[src/rtl/op_issue_ctrl.sv]
`default_nettype none
// ============================================================================
// op_issue_ctrl : instruction decode/issue controller, stalls fetch on MUL/DIV/LOA/lookup
// Option macro OP_ISSUE_ILLEGAL_TRAP_EN : opcode 4'b1111 halts. Revision 1.0
// ============================================================================
module op_issue_ctrl #(
    parameter int MUL_LAT = 4,
    parameter int DIV_LAT = 8,
    parameter int MEM_LAT = 2
) (
    input  logic       CLK,
    input  logic       Reset_n,
    input  logic [8:0] inst,
    input  logic       inst_valid,
    output logic       inst_ready,
    output logic [3:0] op,
    output logic [4:0] field,
    output logic       ctl_valid,
    output logic       alu_start,
    output logic       mem_re,
    output logic       mem_we,
    output logic       lut_re,
    output logic       reg_we,
    output logic       busy,
    output logic       halted,
    output logic       illegal
);

    localparam int CW = (DIV_LAT > 2) ? $clog2(DIV_LAT) : 1;

    localparam logic [CW-1:0] MUL_LD = CW'(MUL_LAT - 2);
    localparam logic [CW-1:0] DIV_LD = CW'(DIV_LAT - 2);
    localparam logic [CW-1:0] MEM_LD = CW'(MEM_LAT - 2);

    localparam logic [3:0] OP_DIV  = 4'd2;
    localparam logic [3:0] OP_MUL  = 4'd3;
    localparam logic [3:0] OP_LOA  = 4'd11;
    localparam logic [3:0] OP_STR  = 4'd12;
    localparam logic [3:0] OP_DONE = 4'd13;
    localparam logic [3:0] OP_LKP  = 4'd14;
    localparam logic [3:0] OP_ILL  = 4'd15;

    // Every latency must be >= 2 and its reload value must fit the counter.
    if (MUL_LAT < 2 || DIV_LAT < 2 || MEM_LAT < 2 ||
        (MUL_LAT - 2) >= (1 << CW) || (MEM_LAT - 2) >= (1 << CW)) begin : g_bad_lat
        $error("op_issue_ctrl: latency parameters out of range");
    end

    typedef enum logic [1:0] {
        ST_DECODE = 2'd0,
        ST_WAIT   = 2'd1,
        ST_HALT   = 2'd2
    } state_t;

    state_t          state_q, state_d;
    logic [CW-1:0]   cnt_q, cnt_d;
    logic [3:0]      op_q, op_d;
    logic [4:0]      field_q, field_d;
    logic            ctl_valid_q, ctl_valid_d;
    logic            alu_start_q, alu_start_d;
    logic            mem_re_q, mem_re_d;
    logic            mem_we_q, mem_we_d;
    logic            lut_re_q, lut_re_d;
    logic            reg_we_q, reg_we_d;
    logic            busy_q, busy_d;
    logic            halted_q, halted_d;
    logic            illegal_q, illegal_d;

    always_comb begin
        state_d     = state_q;
        cnt_d       = cnt_q;
        op_d        = op_q;
        field_d     = field_q;
        ctl_valid_d = 1'b0;
        alu_start_d = 1'b0;
        mem_re_d    = 1'b0;
        mem_we_d    = 1'b0;
        lut_re_d    = 1'b0;
        reg_we_d    = 1'b0;
        busy_d      = 1'b0;
        halted_d    = halted_q;
        illegal_d   = illegal_q;

        case (state_q)
            ST_DECODE: begin
                if (inst_valid) begin
                    op_d        = inst[8:5];
                    field_d     = inst[4:0];
                    ctl_valid_d = 1'b1;
                    case (inst[8:5])
                        OP_MUL: begin
                            alu_start_d = 1'b1;
                            cnt_d       = MUL_LD;
                            busy_d      = 1'b1;
                            state_d     = ST_WAIT;
                        end
                        OP_DIV: begin
                            alu_start_d = 1'b1;
                            cnt_d       = DIV_LD;
                            busy_d      = 1'b1;
                            state_d     = ST_WAIT;
                        end
                        OP_LOA: begin
                            mem_re_d = 1'b1;
                            cnt_d    = MEM_LD;
                            busy_d   = 1'b1;
                            state_d  = ST_WAIT;
                        end
                        OP_LKP: begin
                            lut_re_d = 1'b1;
                            cnt_d    = MEM_LD;
                            busy_d   = 1'b1;
                            state_d  = ST_WAIT;
                        end
                        OP_STR:  mem_we_d = 1'b1;
                        OP_DONE: begin
                            halted_d = 1'b1;
                            state_d  = ST_HALT;
                        end
                        OP_ILL: begin
                            illegal_d = 1'b1;
`ifdef OP_ISSUE_ILLEGAL_TRAP_EN
                            halted_d  = 1'b1;
                            state_d   = ST_HALT;
`endif
                        end
                        default: reg_we_d = 1'b1;
                    endcase
                end
            end
            ST_WAIT: begin
                // The deferred write-back lands in the same cycle fetch is released.
                if (cnt_q == '0) begin
                    reg_we_d = 1'b1;
                    state_d  = ST_DECODE;
                end else begin
                    cnt_d  = cnt_q - 1'b1;
                    busy_d = 1'b1;
                end
            end
            ST_HALT: state_d = ST_HALT;
            default: state_d = ST_DECODE;
        endcase
    end

    always_ff @(posedge CLK or negedge Reset_n) begin
        if (!Reset_n) begin
            state_q     <= ST_DECODE;
            cnt_q       <= '0;
            op_q        <= '0;
            field_q     <= '0;
            ctl_valid_q <= 1'b0;
            alu_start_q <= 1'b0;
            mem_re_q    <= 1'b0;
            mem_we_q    <= 1'b0;
            lut_re_q    <= 1'b0;
            reg_we_q    <= 1'b0;
            busy_q      <= 1'b0;
            halted_q    <= 1'b0;
            illegal_q   <= 1'b0;
        end else begin
            state_q     <= state_d;
            cnt_q       <= cnt_d;
            op_q        <= op_d;
            field_q     <= field_d;
            ctl_valid_q <= ctl_valid_d;
            alu_start_q <= alu_start_d;
            mem_re_q    <= mem_re_d;
            mem_we_q    <= mem_we_d;
            lut_re_q    <= lut_re_d;
            reg_we_q    <= reg_we_d;
            busy_q      <= busy_d;
            halted_q    <= halted_d;
            illegal_q   <= illegal_d;
        end
    end

    assign inst_ready = (state_q == ST_DECODE);
    assign op         = op_q;
    assign field      = field_q;
    assign ctl_valid  = ctl_valid_q;
    assign alu_start  = alu_start_q;
    assign mem_re     = mem_re_q;
    assign mem_we     = mem_we_q;
    assign lut_re     = lut_re_q;
    assign reg_we     = reg_we_q;
    assign busy       = busy_q;
    assign halted     = halted_q;
    assign illegal    = illegal_q;

endmodule
`default_nettype wire

[config.mk]
export PLATFORM = sky130hd
export DESIGN_NAME = op_issue_ctrl
export DESIGN_NICKNAME = d
export VERILOG_FILES = /design/src/rtl/op_issue_ctrl.sv
export SDC_FILE = /design/constraint.sdc
export NUM_CORES = 1
export LEC_CHECK = 0
export ABC_AREA = 1
export BUFFER_PORTS_ARGS = -buffer_cell sky130_fd_sc_hd__buf_2
export CORE_ASPECT_RATIO = 1.5
export CORE_UTILIZATION = 40
export CTS_BUF_LIST = sky130_fd_sc_hd__clkbuf_4 sky130_fd_sc_hd__clkbuf_8 sky130_fd_sc_hd__clkbuf_16
export DETAILED_ROUTE_END_ITERATION = 16
export PLACE_DENSITY = 0.71
export SLEW_MARGIN = 20
export SYNTH_ARGS = -nofsm -noshare
export SYNTH_HDL_FRONTEND = slang
export SYNTH_SLANG_ARGS = --single-unit
[constraint.sdc]
create_clock -name CLK -period 1.5 [get_ports CLK]
set_input_delay 0.225 -clock CLK [delete_from_list [all_inputs] [get_ports CLK]]
set_output_delay 0.225 -clock CLK [all_outputs]
set_load 0.01 [all_outputs]
## After elaboration in Yosys (flattened, before gate mapping)

Index checks and enable logic that the tools add are counted.

| word-level totals | value |
|---|---|
| input port bits | 12 |
| memories | 0 |
| memory bits (read-only) | 0 |
| bits in latches | 0 |
| bits in writable memories | 0 |
| output and inout bits | 19 |
| logic and storage cells | 70 |
| flip-flop bits (word level) | 23 |

| cells by class | value |
|---|---|
| reductions and logical operators | 12 |
| equal/unequal tests | 14 |
| magnitude comparators | 0 |
| divide/modulo/power cells | 0 |
| bitwise gates (word level) | 0 |
| add/sub/neg operators | 1 |
| mux-type cells | 30 |
| $mul | 0 |
| shift operators | 0 |

Operator list:

| kind | number |
|---|---|
| $eq A4 B4 Y1 const B | 5 |
| $mux W1 | 20 |
| $pmux W3 S3 | 1 |
| $reduce_and A3 Y1 | 3 |
| $eq A4 B2 Y1 const B | 2 |
| $reduce_or A7 Y1 | 1 |
| $mux W3 | 2 |
| $ne A2 B2 Y1 const B | 3 |
| $pmux W2 S3 | 1 |
| $pmux W3 S2 | 1 |
| $mux W2 | 2 |
| $ne A4 B2 Y1 const B | 1 |
| $pmux W1 S2 | 2 |
| $pmux W2 S2 | 1 |
| $reduce_and A4 Y1 | 1 |
| $reduce_or A2 Y1 | 2 |
| $reduce_or A4 Y1 | 1 |
| $logic_not A3 Y1 | 1 |
| $ne A3 B2 Y1 const B | 1 |
| $sub A3 B1 Y3 const B | 1 |
| $eq A2 B1 Y1 const B | 1 |
| $eq A2 B2 Y1 const B | 1 |
| $logic_not A2 Y1 | 1 |
| $reduce_and A2 Y1 | 1 |
| $reduce_bool A2 Y1 | 1 |

## Longest topological paths before layout

| logic depth | value |
|---|---|
| depth after elaboration | 5 |
| gate-level depth with buffers | 8 |
| depth with buffers taken out | 8 |

## Worst setup path after synthesis

OpenSTA, ideal clock, no wires.

| path | value |
|---|---|
| path type | register to register |
| from | reg cnt_q[0] |
| to | reg cnt_q[1] |
| cell stages (with the launch flop) | 7 |
| required time | 1.435 ns |
| period minus slack after synthesis | 1.165 ns |
| setup slack | 0.335 ns |
| buffers on the path | 0 |
| arrival time | 1.100 ns |
| setup time | 0.065 ns |
| cells stage by stage | dfrtp_1 -> inv_1 -> ha_1 -> or2_2 -> nand2_1 -> nand3_1 -> nand2_1 |

| between the ends | value |
|---|---|
| longest elaborated chain between the ends | 3 |

RTL lines:

| element | RTL line | RTL |
|---|---|---|
| start: declaration | 56 | `logic [CW-1:0] cnt_q, cnt_d;` |
| start signal: assignment | 163 | `cnt_q <= cnt_d;` |
| $sub A3 B1 Y3 / $logic_not A3 Y1 (equally long branches) | 137, 133 |  |
| $mux W3 / $ne A2 B2 Y1 (equally long branches) | - |  |
| $pmux W3 S2 / $reduce_and A4 Y1 (equally long branches) | - |  |

Several ways; a longest one is shown, not always the timed one. The select of a mux whose other input is x is not followed.
A chain may end at the register's enable or synchronous reset.

## Worst setup path after layout

| path | value |
|---|---|
| from | reg state_q[0] |
| to | out inst_ready |

| between the ends | value |
|---|---|
| longest elaborated chain between the ends | 1 |

RTL lines:

| element | RTL line | RTL |
|---|---|---|
| start: declaration | 55 | `state_t state_q, state_d;` |
| start signal: assignment | 162 | `state_q <= state_d;` |
| $logic_not A2 Y1 | 178 | `assign inst_ready = (state_q == ST_DECODE);` |
| end: declaration | 15 | `output logic inst_ready,` |

No other way between the ends.

==> flow_metrics.env <==
export IMPL_synth_fp_nets=129
export IMPL_critPathMaxStageDelay_ps=450
export IMPL_insertion_delay_of_the_later_clocked_pin_in_the_worst_skew_pair_ps=300
export IMPL_initial_utilization=0.422
export IMPL_drt_wirelength_per_cell_um=11.6
export IMPL_cts_sinks=23
export IMPL_fp_dieH_um=64.3
export IMPL_clock_root_buffer="clkbuf_4"
export IMPL_max_slew_worst_pin_slew_ps=488
export IMPL_grt_first_pass_wirelength_um=3560
export IMPL_sequential_cell_area_fraction_in_the_yosys_report=0.557
export IMPL_commonest_cells_after_routing_fill_and_taps_aside="35 x nand2_1, 30 x buf_2, 23 x dfrtp_1, 12 x inv_1, 8 x nand3_1"
export IMPL_cts_hold_fix_buffers=1
export IMPL_setup_tns_final_ps=0
export IMPL_core_region_area_sq_mm=0.00245
export IMPL_ir_worst_vdd_mv=0.987
export IMPL_final_hold_violation_count=0
export IMPL_final_common_cell="nand2_1"
export IMPL_p_sw_uw=803
export IMPL_grt_use_total=0.167
export IMPL_antennaDiodeCount=0
export IMPL_internal_dissipation_mw=1.27
export IMPL_critical_path_arrival_ps=1100
export IMPL_dr_total_vias=862
export IMPL_layout_area_overhead_pct=20.9
export IMPL_slew_margin_rel=0.675
export IMPL_status="finished, violations left"
export IMPL_timing_setup_critical_path_class="reg -> out"
export IMPL_die_area_sq_mm=0.00280
export IMPL_grt_remaining_overflow=0
export IMPL_cpLargestDelayFamily="flip-flops"
export IMPL_remaining_drc_errors=3
export IMPL_postSynthCellCount=115
export IMPL_p_seq_frac=0.442
export IMPL_crit_path_cell_trace="nor2_4 -> buf_2"
export IMPL_grt_start_max_net_pins=24
export IMPL_cts_repair_resized=0
export IMPL_post_synth_num_cell_types=22
export IMPL_clk_path_buf_depth=2
export IMPL_failed_checks="design-rule violations"
export IMPL_max_cap_violations=0
export IMPL_req_time_crit_path_ps=1270
export IMPL_tritoncts_num_buffers=3
export IMPL_holdCritPathClass="in -> reg"
export IMPL_synthTopCellsByArea="dfrtp_1 56%, nand2_1 13%, inv_1 4.4%"
export IMPL_critical_path_max_fanout=5
export IMPL_timing_critical_path_buf_inv=1
export IMPL_residual_antenna_violating_net_count_after_detailed_routing=0
export IMPL_finalPower_mw=2.07
export IMPL_maxClockFrequency_ghz=0.755
export IMPL_setup_slack_ps=175
export IMPL_dp_hpwl_um=1520
export IMPL_power_clock_fraction=0.144
export IMPL_die_width_um=43.5
export IMPL_cts_clk_slew_worst_paths_ps=120
export IMPL_finish_net_count=165
export IMPL_rsz0062_at_grt="false"
export IMPL_finalCritPeriodShare=0.883
export IMPL_firstDrtPassIters=10
export IMPL_post_cts_setup_buffer_count=0
export IMPL_timing_clock_skew_ps=4.39
export IMPL_drt_initial_drc_count=40
export IMPL_totalWireLength_um=2020
export IMPL_critical_path_slowest_cell="dfrtp_1"
export IMPL_register_bit_count_reported_by_yosys=23
export IMPL_comb_power_share=0.415
export IMPL_synthDominantAreaCellType="dfrtp_1"
export IMPL_critical_path_startpoint_type="register"
export IMPL_netlist_area_leader_share=0.557
export IMPL_antenna_found_initial=0
export IMPL_layout_drive_gt1_share=0.320
export IMPL_vias_in_the_first_global_route=851
export IMPL_synth_area_sq_mm=0.00103
export IMPL_fin_crit_ps=1330
export IMPL_setup_worst_path_end_class="output pin"
export IMPL_place_gp_congestion=0.763
export IMPL_count_of_warnings_emitted_by_yosys=0
export IMPL_drt_vias_per_instance=4.95
export IMPL_maxSlewViolCount=0
export IMPL_dpl_worst_slack_ps=253
export IMPL_tritoncts="built"
export IMPL_pwr_density_cell_mw_per_mm2=1660
export IMPL_top_level_ports=31
export IMPL_switching_share=0.388
export IMPL_htree_levels=1
export IMPL_leakagePower_nw=0.739
export IMPL_setup_viol_count_final=0
export IMPL_avgSynthCellArea_sq_um=8.99
export IMPL_row_count=22
export IMPL_numPortBuffers=30
==> area by class of cell <==
| class | count | area (sq um) |
|---|---|---|
| Sequential cell | 23 | 576 |
| Clock buffer | 4 | 30.0 |
| Timing Repair Buffer | 32 | 168 |
| Inverter | 15 | 56.3 |
| Multi-Input combinational cell | 76 | 390 |
| Fill cell | 233 | 1200 |
| Tap cell | 24 | 30.0 |
==> tightest hold or removal path: cells and delay by family <==
| kind | cells | cell delay (ps) |
|---|---|---|
| simple gates | 2 | 80 |
| buf+inv | 1 | 80 |
==> through the flow <==
stage          hold slack [ps]  utilization  cells  instance area (sq um)
2_1_floorplan            -70.6            -    115                   1030
3_3_place_gp               215        0.494    169                   1210
3_5_place_dp               226        0.494    169                   1210
4_1_cts                    103        0.510    174                   1250
5_1_grt                   98.5        0.510    174                   1250
6_report                   110        0.510    174                   1250
==> routing by layer <==
metal,global-route usage,wire length (um),up-vias
met5,0,0,-
met3,0.0169,66,2
li1,-,-,430
met2,0.301,1080,17
met1,0.192,857,413
met4,0.0703,17,0
==> sequential cells by signal (all words and copies together), names as in the netlist <==
register and count:
busy 1, illegal 1, reg_we 1, cnt_q 3, lut_re 1, op 4, field 5, mem_re 1
halted 1, alu_start 1, ctl_valid 1, mem_we 1, state_q 2
==> kinds of logic (layout without fill, tap and decap cells) <==
logic type      Yosys count  count (layout)  synth area share
compound gates            9               9            0.0508
fa+ha+maj                 2               2            0.0242
buf+inv                  16              51            0.0654
flops                    23              23             0.557
simple gates             65              65             0.303
==> power by group through the flow <==
| stage | combinational (mW) | clock (mW) | sequential [mW] |
|---|---|---|---|
| 2_1_floorplan | 0.491 | 0 | 1.00 |
| 3_3_place_gp | 0.831 | 0 | 0.918 |
| 3_5_place_dp | 0.861 | 0 | 0.927 |
| 4_1_cts | 0.865 | 0.310 | 0.916 |
| 6_report | 0.859 | 0.297 | 0.915 |
| 5_1_grt | 0.973 | 0.334 | 0.939 |
==> synthesized netlist by cell type <==
| master | n |
|---|---|
| nand2_1 | 35 |
| a21oi_1 | 1 |
| nand3_1 | 8 |
| buf_6 | 1 |
| nand4_1 | 3 |
| o21bai_1 | 2 |
| nor2_1 | 7 |
| nor4_1 | 1 |
| nor2_4 | 1 |
| nor2_2 | 1 |
| o21ai_0 | 5 |
| ha_1 | 2 |
| a21o_1 | 1 |
| nor3_2 | 1 |
| nor3_1 | 1 |
| dfrtp_1 | 23 |
| nand3_2 | 1 |
| nand2_2 | 3 |
| nand2_4 | 2 |
| inv_1 | 12 |
| or2_2 | 1 |
| inv_2 | 3 |
==> worst paths after layout <==
| kind | start | to | slack [ps] | cells after the start |
|---|---|---|---|---|
| setup / recovery | state_q[0] | inst_ready | 170 | 2 |
| hold / removal | inst[0] | field[0] | 110 | 3 |
| setup reg to reg | cnt_q[0] | cnt_q[1] | 230 | 6 |
| hold reg to reg | halted | halted | 470 | 1 |
| max in group asynchronous | Reset_n | cnt_q[2] | 770 | 2 |
| min in group asynchronous | Reset_n | state_q[1] | 390 | 2 |
Power figures use the tool's default switching activity.
